File: src/rtl/gcd_unit.sv
// gcd_unit: single-job Euclid GCD worker (subtract/swap iteration).
// It accepts an operand pair on the request handshake and computes the GCD.
// The result is held on the response port until the response handshake completes.
module gcd_unit #(
  parameter int W  = 32,
  parameter int CW = 16
) (
  input  logic          clk,
  input  logic          reset,
  input  logic          request_val,
  input  logic [W-1:0]  request_operands_bits_A,
  input  logic [W-1:0]  request_operands_bits_B,
  output logic          request_rdy,
  output logic          response_val,
  output logic [W-1:0]  response_result_bits_data,
  input  logic          response_rdy,
  output logic          busy,
  output logic [CW-1:0] jobs_done
);

  typedef enum logic [1:0] {
    IDLE = 2'd0,
    CALC = 2'd1,
    DONE = 2'd2
  } state_t;

  localparam logic [CW-1:0] JOBS_MAX = {CW{1'b1}};
  localparam logic [CW-1:0] JOBS_ONE = {{(CW-1){1'b0}}, 1'b1};
  localparam logic [W-1:0]  ZERO_W   = {W{1'b0}};

  state_t        state_r;
  state_t        state_nxt_s;
  logic [W-1:0]  a_r;
  logic [W-1:0]  b_r;
  logic [W-1:0]  a_nxt_s;
  logic [W-1:0]  b_nxt_s;
  logic [CW-1:0] jobs_r;
  logic [CW-1:0] jobs_nxt_s;
  logic          req_fire_s;
  logic          resp_fire_s;

  // Port views of the state. request_rdy is masked by reset so that no
  // request can be accepted while reset is held high.
  assign request_rdy               = (state_r == IDLE) & ~reset;
  assign response_val              = (state_r == DONE);
  assign busy                      = (state_r != IDLE);
  assign response_result_bits_data = a_r;
  assign jobs_done                 = jobs_r;

  assign req_fire_s  = request_val & request_rdy;
  assign resp_fire_s = response_val & response_rdy;

  // Next-state logic: accept a job, iterate Euclid one step per cycle, and release the result.
  always_comb begin
    state_nxt_s = state_r;
    a_nxt_s     = a_r;
    b_nxt_s     = b_r;
    jobs_nxt_s  = jobs_r;
    case (state_r)
      IDLE: begin
        if (req_fire_s) begin
          a_nxt_s     = request_operands_bits_A;
          b_nxt_s     = request_operands_bits_B;
          state_nxt_s = CALC;
        end else begin
          state_nxt_s = IDLE;
        end
      end
      CALC: begin
        if (b_r == ZERO_W) begin
          // A already holds the result; freeze it for the response.
          state_nxt_s = DONE;
        end else if (a_r < b_r) begin
          a_nxt_s = b_r;
          b_nxt_s = a_r;
        end else begin
          // A >= B here, so the subtraction cannot wrap.
          a_nxt_s = a_r - b_r;
        end
      end
      DONE: begin
        if (resp_fire_s) begin
          state_nxt_s = IDLE;
          if (jobs_r != JOBS_MAX) begin
            jobs_nxt_s = jobs_r + JOBS_ONE;
          end else begin
            jobs_nxt_s = jobs_r;
          end
        end else begin
          state_nxt_s = DONE;
        end
      end
      default: begin
        // An unreachable encoding falls back to IDLE.
        state_nxt_s = IDLE;
      end
    endcase
  end

  // State and datapath registers; reset aborts any job in flight and clears the job counter.
  always_ff @(posedge clk) begin
    if (reset) begin
      state_r <= IDLE;
      a_r     <= ZERO_W;
      b_r     <= ZERO_W;
      jobs_r  <= {CW{1'b0}};
    end else begin
      state_r <= state_nxt_s;
      a_r     <= a_nxt_s;
      b_r     <= b_nxt_s;
      jobs_r  <= jobs_nxt_s;
    end
  end

endmodule

File: config.mk
export PLATFORM = sky130hd
export DESIGN_NAME = gcd_unit
export DESIGN_NICKNAME = d
export VERILOG_FILES = /design/src/rtl/gcd_unit.sv
export SDC_FILE = /design/constraint.sdc
export NUM_CORES = 1
export LEC_CHECK = 0
export CAP_MARGIN = 0
export CORE_MARGIN = 10
export CORE_UTILIZATION = 35
export CTS_BUF_LIST = sky130_fd_sc_hd__clkbuf_4 sky130_fd_sc_hd__clkbuf_8 sky130_fd_sc_hd__clkbuf_16
export DETAILED_ROUTE_END_ITERATION = 10
export PLACE_DENSITY_LB_ADDON = 0.12
export SLEW_MARGIN = 20
export SYNTH_ARGS = -nofsm -noshare
export SYNTH_HDL_FRONTEND = slang
export SYNTH_SLANG_ARGS = --single-unit
export TNS_END_PERCENT = 100
File: constraint.sdc
create_clock -name clk -period 3.8 [get_ports clk]
set_input_delay 0.38 -clock clk [delete_from_list [all_inputs] [get_ports clk]]
set_output_delay 0.38 -clock clk [all_outputs]
set_load 0.03 [all_outputs]
After elaboration in Yosys (flattened, before gate mapping)
Cells that the tools add are included.
- add/sub/neg operators: 2
- $lt $le $gt $ge: 1
- equality and inequality tests: 7
- mux-type cells: 12
- bitwise gates (word level): 4
- reduce and logical (&&, ||, !) cells: 7
- operator list (kind ; number):
    two-way mux 32 bit ; 6
    case mux 32 bit (2 select lines) ; 2
    logical NOT 32 bit ; 1
    < comparator 32 bit ; 1
    subtractor 32 bit ; 1
    adder 16 x 1 -> 16 bit, second input constant ; 1
    inequality test 16 bit, second input constant ; 1
    inequality test 2 bit, second input constant ; 4
    case mux 2 bit (3 select lines) ; 1
    AND reduction 3 bit ; 2
    two-way mux 2 bit ; 2
    AND reduction 4 bit ; 1
    nonzero test 2 bit ; 2
    AND 1 bit ; 3
    == test 2 x 1 -> 1 bit, second input constant ; 1
    == test 2 bit, second input constant ; 1
    logical NOT 2 bit ; 1
    two-way mux 1 bit ; 1
    NOT 1 bit ; 1
- register bits: 82
- input bits: 68
- output and inout port bits: 51
- word-level logic and storage cells: 37

Longest topological paths before layout
Gate-level depths: netlist of run 1.
- word-level depth: 5
- depth in mapped cells: 14
- gate-level depth less buffers: 12

Worst setup path after synthesis of run 1
No wires, ideal clock.
- path type: register to register
- from: register a_r[0], in the netlist response_result_bits_data[0]
- to: register a_r[2], in the netlist response_result_bits_data[2]
- library setup time: 70 ps
- arrival time: 3059 ps
- data required time: 3730 ps
- path slack: 670 ps
- stages on the path, launching flop included: 14
- path buffers: 1
- period minus slack after synthesis: 3130 ps
- cells stage by stage: dfxtp_1 -> inv_1 -> ha_1 -> fa_1 -> nand2b_1 -> a21o_1 -> a21oi_1 -> o211a_4 -> o21ai_4 -> a31oi_2 -> buf_2 -> nand3_1 -> a311o_1 -> a21oi_1
- longest elaborated chain between the ends: 4
- elaborated cells on any way between the ends: 5
- classes of those cells: add/sub: 1; order compare: 1; mux: 3
- ends and longest elaborated chain (what ; RTL line ; source):
    start, declared ; 33 ; logic [W-1:0] a_r;
    start signal, assigned ; 109 ; a_r <= a_nxt_s;
    subtractor 32 bit or < comparator 32 bit (tied branches) ; 78, 73 ;
    two-way mux 32 bit * ; 73 ; end else if (a_r < b_r) begin
    two-way mux 32 bit * ; 70 ; if (b_r == ZERO_W) begin
    case mux 32 bit (2 select lines) * ; 59 ; case (state_r)
Mark *: on every way between the ends. The rest lies on a longest branch, timed or not. The select of a mux whose other input is x is not followed.
A chain may end at the register's enable or synchronous reset.

Worst setup path in the final report of run 1
Ends and elaborated chain as after synthesis.

==> impl_metrics.toml, run 1 <==
[run_status]
status = "complete, no violations"

[worst_hold_path]
whs_endpoint = "response_result_bits_data[21]"
min_from = "response_result_bits_data[21]"
hold_depth = 2
min_path_type = "flip-flop to flip-flop"

[floorplan]
die_y_um = 149
die_area_um2 = 22200
io_pins = 119
num_rows = 47
initial_utilization_pct = 35.4
die_x_um = 149
core_um2 = 16500

[detailed_routing]
firstDrtPassIters = 5
drc_errors = 0
wl_per_cell_um = 17.3
routed_wl_um = 19300
vias_per_cell = 5.30
drt_iter0_drc = 416
ant_nets = 0
vias = 5926

[cts]
cts_sinks = 82
cts_setup_buffers = 0
cts_tree = "done"
cts_made_buffers = 9
cts-resized-gates = 0
ctsHoldBuffers = 0
path_clk_slew_ns = 0.07
clock_path_buffers = 2
clock_latency_ns = 0.35
cts_root_buf = "clkbuf_16"
htree_levels = 3

[layout]
finish.utilization_pct = 45.6
n_antenna_cell = 0
drive_gt1_share_pct = 5.35
finalNetCount = 995
finalNonFillerCells = 1118
fill_cells = 1698
syn_to_final_growth_pct = 28.8

[sta]
timing.fmax_mhz = 293
tns_ns = 0
slew_headroom_pct = 39.2
fin_crit_ns = 3.42
tightest_slew_ns = 0.909
min_period_over_period_pct = 89.9
slew_viol_final = 0
hold_viol = 0
finalClockSkew_ns = 0.00408
setup_viol = 0
rsz0062_at_grt = "false"
hold_ws_ns = 0.500

[yosys]
synthCells = 797
synthAdderAreaFrac_pct = 7.43
synth-edff-count = 0
yosysSeqAreaShare_pct = 28.2
netlist.area_leader.share_pct = 28.2
ys.flop_type = "dfxtp_1"
synth_compound_area_share_pct = 25.6
syn_nets = 899
yosysWarnings = 0
ys_ff_latch = 82
synth-simple-area-share_pct = 26.6
synth-xor-area-share_pct = 4.81
synth_top_family_by_area = "simple AND/OR/NAND/NOR gates"
syn_area_um2 = 5830
async_flop_share_pct = 0
synth.distinct_cells = 61
synth_top_cell_by_area = "dfxtp_1"
syn_area_per_cell_um2 = 7.31
synth_area_leaders = "dfxtp_1 (28%), nand2_1 (10%), ha_1 (7.1%)"
muxShareOfSynthArea_pct = 0.880

[pwr]
leakagePower_uw = 0.00297
pwr_density_cell_nw_per_um2 = 568
p_int_uw = 2430
switching_share_pct = 43.0
p_comb_share_pct = 51.9
pwr-share-clk_pct = 22.4
power.share.sequential_pct = 25.7
p_sw_uw = 1830
ir_drop_mv = 0.266

[critical_path]
slowest_stage = "a31oi_4"
worstPathRequired_ns = 4.07
rrSetupSlack_ns = 0.38
cp_max_fo = 29
endpoint_kind = "flip-flop"
cpMostUsedCell = "a21oi_1"
crit_arrival_ns = 3.69
start_kind = "flip-flop"
crit_path_max_incr_delay_ns = 0.40
crit_type = "flip-flop to flip-flop"
r2r_cells = 13
cp_cell_sequence = "inv_1 -> ha_1 -> fa_1 -> nand2b_1 -> a21o_1 -> a21oi_1 -> o211a_4 -> o21ai_4 -> a31oi_4 -> buf_12 -> nand3_1 -> a311o_1 -> a21oi_1"
rr_startpoint = "response_result_bits_data[0]"
reg2reg_to = "response_result_bits_data[2]"

[global_routing]
antenna_found_initial = 0
grt.overflow.total = 0
grt_usage_pct = 17.0
grt_max_degree = 81
grt_pass1_wl_um = 30700
grt_pass1_vias = 5574

[placement]
routabilityCongestion = 0.859
port_buffers = 118
dp.cells = 1102
hpwl_um = 14200

[flow_run]
cap_violations = 0
cells by family (layout without fill, tap and decap cells):
logic type / after synthesis / after routing
AO/OA/AOI/OAI: 206 / 206
XOR/XNOR: 32 / 32
adder cells (fa/ha/maj): 34 / 34
buffers and inverters: 88 / 189
flip-flops: 82 / 82
multiplexers: 5 / 5
AND/OR/NAND/NOR: 350 / 350
registers in the layout, indices dropped and copies added (netlist names):
register and flops:
response_result_bits_data 32, jobs_done 16, state_r 2, b_r 32
per-layer routing:
layer  global-route usage [%]  vias up  wire [um]
met5                        0        -          0
met4                     4.76        0        216
met3                     3.43       14       1130
met2                     25.2      164       8230
met1                     24.2     2710       9760
li1                         -     3038          -
worst max-delay path, delay by kind of cell (launching register included):
family          cells  cell delay, ns
buf+inv             2            0.31
compound gates      7            1.75
flops               1            0.37
fa+ha+maj           2            0.60
simple gates        2            0.29
cells in the mapped netlist (all sizes together), types with 6 or more instances:
master,number
nor3,11
buf,15
inv,43
o211ai,8
a311oi,40
a311o,10
xnor2,12
nand3,19
a21oi,47
nand3b,10
o31ai,7
o21a,7
nand2b,6
clkbuf,30
nor4,10
a31oi,11
xor2,20
o21ai,29
dfxtp,82
nand2,156
nor2,98
ha,33
and3,9
a21o,17
nand4,8
worst max path at each step:
stage | startpoint | to | slack [ns] | depth (start not counted)
2_1_floorplan | response_result_bits_data[0] | response_result_bits_data[2] | 0.67 | 13
3_3_place_gp | response_result_bits_data[0] | response_result_bits_data[2] | 0.55 | 13
3_5_place_dp | response_result_bits_data[0] | response_result_bits_data[2] | 0.41 | 13
4_1_cts | response_result_bits_data[0] | response_result_bits_data[2] | 0.37 | 13
5_1_grt | response_result_bits_data[0] | response_result_bits_data[18] | 0.13 | 13
6_report | response_result_bits_data[0] | response_result_bits_data[2] | 0.38 | 13
metrics by stage:
| stage | power [uW] | area [um^2] | worst slack, ns |
|---|---|---|---|
| floorplan | 2710 | 5830 | 0.670 |
| global placement | 3300 | 7190 | 0.547 |
| detailed placement | 3300 | 7190 | 0.415 |
| CTS | 4280 | 7510 | 0.374 |
| global route | 4560 | 7510 | 0.130 |
| finish | 4260 | 7510 | 0.382 |
cell usage in the layout (no fill, tap or decap), types with 5 or more instances in the layout:
cell type	n
nand4_1	8
nand3b_1	10
o21ai_0	25
a311o_1	10
a21o_1	17
dfxtp_1	82
buf_4	11
a21oi_1	45
o21a_1	7
a311oi_1	40
clkdlybuf4s50_1	117
nor3_1	11
a31oi_1	10
inv_1	43
nor2_1	98
ha_1	33
nand2_1	156
and3_1	9
and2_1	5
nand3_1	19
nand2b_1	5
o31ai_1	7
xnor2_1	12
a31o_2	5
xor2_1	20
clkbuf_16	9
o211ai_1	8
nor4_1	10
final cells by class:
cell class	instances	area, um^2	share of cell area, %
clock inverter	7	91.3	1.22
tap	220	275	3.67
multi-input combinational	627	3830	51.1
clock buffer	9	225	3.00
sequential	82	1640	21.9
timing repair buffer	130	1280	17.0
inverter	43	161	2.15
power groups by stage:
stage	Combinational, uW	Sequential [uW]	Clock [uW]
2_1_floorplan	1550	1150	0
3_3_place_gp	2190	1110	0
3_5_place_dp	2190	1110	0
4_1_cts	2210	1090	977
5_1_grt	2440	1110	1010
6_report	2210	1090	956
Power figures use the tool's default switching activity.
==> run 2: changes to the inputs <==
--- a/config.mk
+++ b/config.mk
@@ -10,6 +10,7 @@
 export CORE_UTILIZATION = 35
 export CTS_BUF_LIST = sky130_fd_sc_hd__clkbuf_4 sky130_fd_sc_hd__clkbuf_8 sky130_fd_sc_hd__clkbuf_16
 export DETAILED_ROUTE_END_ITERATION = 10
+export GPL_TIMING_DRIVEN = 0
 export PLACE_DENSITY_LB_ADDON = 0.12
 export SLEW_MARGIN = 20
 export SYNTH_ARGS = -nofsm -noshare
==> constraint.sdc (replaced) <==
create_clock -name clk -period 3 [get_ports clk]
set_input_delay 0.3 -clock clk [delete_from_list [all_inputs] [get_ports clk]]
set_output_delay 0.3 -clock clk [all_outputs]
set_load 0.03 [all_outputs]
==> run 2 against run 1 <==
Effect of this change:
- total power increased by 48%
- sequential share of layout area shrank 1.4 points
- die area is the same
- register-to-register slack got worse by 0.30 ns
- cell area grew 8.3%
- count of clock-buffer cells in the layout unchanged
- utilization is 3.8 points higher
- worst hold slack worse by 0.0068 ns
- wire length up 20%
- non-clock buffer count up 45
- global-route usage up 3.3 points
- critical path type unchanged
- critical endpoint is now response_result_bits_data[25]
==> impl_metrics.toml, run 2 (synthesis results as in run 1) <==
[worst_hold_path]
min_from = "response_result_bits_data[21]"
whs_endpoint = "response_result_bits_data[21]"
hold_depth = 2
min_path_type = "flip-flop to flip-flop"

[sta]
tns_ns = 0
setup_viol = 0
timing.fmax_mhz = 343
min_period_over_period_pct = 97.3
hold_viol = 0
tightest_slew_ns = 0.858
fin_crit_ns = 2.92
slew_viol_final = 0
rsz0062_at_grt = "true"
finalClockSkew_ns = 0.0122
slew_headroom_pct = 42.8
fin_ws_ns = 0.0823

[critical_path]
rr_startpoint = "b_r[14]"
cp_max_fo = 5
crit_type = "flip-flop to flip-flop"
r2r_cells = 13
start_kind = "flip-flop"
worstPathRequired_ns = 3.30
rrSetupSlack_ns = 0.08
reg2reg_to = "response_result_bits_data[25]"
crit_arrival_ns = 3.22
endpoint_kind = "flip-flop"

[pwr]
ir_drop_mv = 0.357
pwr_density_cell_nw_per_um2 = 774
leakagePower_uw = 0.00316

[placement]
routabilityCongestion = 0.918
port_buffers = 117
dpl_cell_area_um2 = 7280
place_ws_ns = -0.463
hpwl_um = 17000

[layout]
fill_cells = 1680
n_antenna_cell = 0
final_cell_area_um2 = 8130
finalNetCount = 1040
syn_to_final_growth_pct = 39.5
mostFrequentLayoutCell = "nand2_1"
drive_gt1_share_pct = 13.8
layout_common_cells = "nand2_1 (155), clkdlybuf4s50_1 (117), nor2_1 (98)"

[floorplan]
die_x_um = 149
die_y_um = 149
initial_utilization_pct = 35.4
die_area_um2 = 22200
num_rows = 47
io_pins = 119
core_um2 = 16500

[cts]
clock_latency_ns = 0.36
cts_sinks = 82
cts_root_buf = "clkbuf_16"
ctsHoldBuffers = 0
cts_made_buffers = 9
htree_levels = 3
cts_tree = "done"
clock_path_buffers = 2
path_clk_slew_ns = 0.07

[global_routing]
grt_use_met3_pct = 4.67
grt_pass1_wl_um = 35500
grt_max_degree = 16
grt_pass1_vias = 6197
antenna_found_initial = 0
met2_usage_pct = 31.6
grt_usage_pct = 20.3
gr-usage-met1_pct = 26.9
grt.overflow.total = 0
grt_busiest_layer = "met2"

[detailed_routing]
wl_per_cell_um = 19.9
routed_wl_um = 23200
drt_iter0_drc = 513
firstDrtPassIters = 5
drc_errors = 0
vias_per_cell = 5.51
ant_nets = 0
vias = 6411

[flow_run]
cap_violations = 0

[run_status]
status = "complete, no violations"
==> run 2: per-layer routing <==
metal  share of wire (%)  wire length [um]
met1                  47             10900
met2                  44             10200
met3                 7.1              1650
met4                 1.9               436
met5                   0                 0
==> run 2: area by class of cell <==
cell class	count	area [um^2]	area share, %
Buffer	40	245	3.02
Clock buffer	9	225	2.77
Clock inverter	7	101	1.25
Inverter	43	161	1.99
Multi-Input combinational cell	627	4100	50.5
Sequential cell	82	1670	20.5
Tap cell	220	275	3.39
Timing Repair Buffer	135	1350	16.6
==> run 2: worst max-delay path by stage <==
stage	slack, ns	cells after the start	start	to
after floorplan	0.06	13	response_result_bits_data[9]	response_result_bits_data[0]
after global placement	-0.45	13	response_result_bits_data[0]	response_result_bits_data[1]
after detailed placement	-0.46	13	response_result_bits_data[0]	response_result_bits_data[20]
after CTS	0.005	14	b_r[19]	response_result_bits_data[10]
after global routing	-0.03	12	b_r[1]	response_result_bits_data[27]
final	0.08	13	b_r[14]	response_result_bits_data[25]
==> run 2: timing repair <==
item | CTS | global route
setup endpoints to repair | 64 | 64
gates cloned | 1 | 0
gates resized for setup | 57 | 40
setup buffers | 14 | 3
pin swaps | 11 | 23
endpoints found under the hold margin | 0 | 0
==> run 2: worst max-delay path, cell delays in order (launching register included) <==
cell,delay (ns)
dfxtp_2,0.34
inv_1,0.07
ha_4,0.25
a21oi_4,0.15
nand2_2,0.07
or4_4,0.50
o211a_4,0.28
o21ai_4,0.20
a31oi_4,0.17
buf_6,0.17
buf_16,0.13
and3_1,0.18
o31ai_2,0.21
a22o_1,0.14
==> run 2: stage by stage <==
stage	total power, uW	instances	hold WS [ns]	utilization, %
4_1_cts	6050	1162	0.500	48.3
3_5_place_dp	4330	1134	0.489	44.2
5_1_grt	6660	1163	0.525	49.4
2_1_floorplan	3430	797	0.455	-
6_report	6290	1163	0.493	49.4
3_3_place_gp	4320	1134	0.485	44.2
==> run 2: report_power, final <==
group	total (uW)	internal, uW	switching (uW)
logic	3630	1570	2050
clock network	1260	736	521
registers	1410	1230	177
==> run 3: changes to the inputs <==
--- a/config.mk
+++ b/config.mk
@@ -10,6 +10,7 @@
 export CORE_UTILIZATION = 35
 export CTS_BUF_LIST = sky130_fd_sc_hd__clkbuf_4 sky130_fd_sc_hd__clkbuf_8 sky130_fd_sc_hd__clkbuf_16
 export DETAILED_ROUTE_END_ITERATION = 10
+export DONT_BUFFER_PORTS = 1
 export GPL_TIMING_DRIVEN = 0
 export PLACE_DENSITY_LB_ADDON = 0.12
 export SLEW_MARGIN = 20
==> run 3 against run 2 <==
Effect of this change:
- the run now ends with negative setup slack left
- count of clock-buffer cells in the layout increased by 1
- via count fell by 3.6%
- clock power fell by 13%
- sequential share of layout area up 3.1 points
- final cell count fell by 8.9%
- sequential cell count unchanged
- cell area shrank 11%
- worst setup slack got worse by 0.15 ns
- largest cell class unchanged
- highest routed layer unchanged
==> impl_metrics.toml, run 3 (synthesis results as in run 1) <==
[sta]
rsz0062_at_grt = "true"
tightest_slew_ns = 0.927
min_period_over_period_pct = 102
setup_viol = 33
timing.fmax_mhz = 326
slew_viol_final = 0
tns_ns = -1.10
fin_crit_ns = 3.07
slew_headroom_pct = 38.0
hold_viol = 0
fin_ws_ns = -0.0666
finalClockSkew_ns = 0.0186

[placement]
routabilityCongestion = 0.936
dpl_cell_area_um2 = 6110
port_buffers = 0
hpwl_um = 17500
place_ws_ns = -0.625

[critical_path]
rrSetupSlack_ns = -0.07
start_kind = "flip-flop"
worstPathRequired_ns = 3.26
crit_arrival_ns = 3.33
crit_type = "flip-flop to flip-flop"
cp_max_fo = 10
endpoint_kind = "flip-flop"

[floorplan]
die_area_um2 = 22200
num_rows = 47
die_x_um = 149
core_um2 = 16500
die_y_um = 149
io_pins = 119
initial_utilization_pct = 35.4

[flow_run]
cap_violations = 0

[layout]
layout_common_cells = "nand2_1 (152), nor2_1 (96), dfxtp_1 (49)"
fill_cells = 1735
finish.utilization_pct = 43.9
finalNetCount = 934
final_cell_area_um2 = 7230
syn_to_final_growth_pct = 24.1
mostFrequentLayoutCell = "nand2_1"
drive_gt1_share_pct = 21.0

[cts]
clock_path_buffers = 2
clock_latency_ns = 0.37
cts_sinks = 82
path_clk_slew_ns = 0.08
cts_made_buffers = 9
cts_root_buf = "clkbuf_16"
cts_tree = "done"
htree_levels = 3

[pwr]
pwr_density_cell_nw_per_um2 = 867
finalPower_uw = 6270
ir_drop_mv = 0.364
leakagePower_uw = 0.00282

[global_routing]
grt_pass1_vias = 5981
antenna_found_initial = 2
grt_pass1_wl_um = 35700
grt_usage_pct = 20.8
grt.overflow.total = 0
grt_max_degree = 15

[worst_hold_path]
min_path_type = "primary input to flip-flop"

[run_status]
violations = "negative setup slack"
status = "complete, but fails checks"

[detailed_routing]
firstDrtPassIters = 5
ant_nets = 0
wl_per_cell_um = 22.7
vias = 6179
drc_errors = 0
vias_per_cell = 5.83
drt_iter0_drc = 470
routed_wl_um = 24000
-- run 3: changes by cell type in the layout (fill, tap and decap cells not counted), sizes merged --
| cell | change |
|---|---|
| diode | +2 |
| clkdlybuf4s50 | -117 |
| clkbuf | +2 |
| clkinv | +1 |
| buf | +10 |
| bufinv | -2 |
-- run 3: area by class of cell --
class / instances / area, um^2 / share of cell area [%]
Inverter: 43 / 164 / 2.27
Clock inverter: 6 / 42.5 / 0.588
Buffer: 41 / 283 / 3.91
Sequential cell: 82 / 1710 / 23.6
Tap cell: 220 / 275 / 3.81
Antenna cell: 2 / 5.00 / 0.0692
Timing Repair Buffer: 28 / 284 / 3.93
Clock buffer: 10 / 233 / 3.22
Multi-Input combinational cell: 627 / 4240 / 58.6
-- run 3: per-layer routing --
layer	part of all wire [%]	track usage (%)	routed length, um	up-vias
li1	-	-	-	2926
met1	45	27.1	10700	2994
met2	45	31.8	10800	223
met3	8.3	6.28	2000	36
met4	2.1	7.36	505	0
met5	0	0	0	-
-- run 3: repair_timing --
| item | CTS | global route |
|---|---|---|
| gates resized for setup | 97 | 61 |
| gates cloned | 0 | 1 |
| buffers inserted | 24 | 3 |
| endpoints found under the setup margin | 64 | 70 |
| hold buffers | 0 | 0 |
| pin swaps | 30 | 37 |
-- run 3: worst max-delay path, cell delays in order (launching register included) --
cell and delay, ns:
dfxtp_4 0.45, ha_4 0.25, a21oi_4 0.13, nand2_1 0.09, or4_4 0.50, o211a_4 0.28
o21ai_4 0.21, a31oi_4 0.16, buf_6 0.16, o21ai_4 0.16, buf_12 0.17, buf_12 0.14
nor2_1 0.05, a311oi_1 0.23
-- run 3: through the flow --
| stage | hold slack, ns | cells |
|---|---|---|
| floorplan | 0.455 | 797 |
| finish | 0.0930 | 1059 |
| global route | 0.104 | 1057 |
| detailed placement | 0.466 | 1017 |
| CTS | 0.0883 | 1054 |
| global placement | 0.465 | 1017 |
-- run 3: power by group --
| group | switching, uW | internal (uW) | total, uW |
|---|---|---|---|
| logic | 2050 | 1570 | 3620 |
| clock network | 531 | 574 | 1100 |
| registers | 308 | 1240 | 1550 |
-- run 3: worst paths after layout --
check,startpoint,end,cells after the start
max,response_result_bits_data[14],b_r[8],13
min,request_operands_bits_B[23],b_r[23],2
max reg2reg,response_result_bits_data[14],b_r[8],13
min reg2reg,b_r[7],b_r[7],2
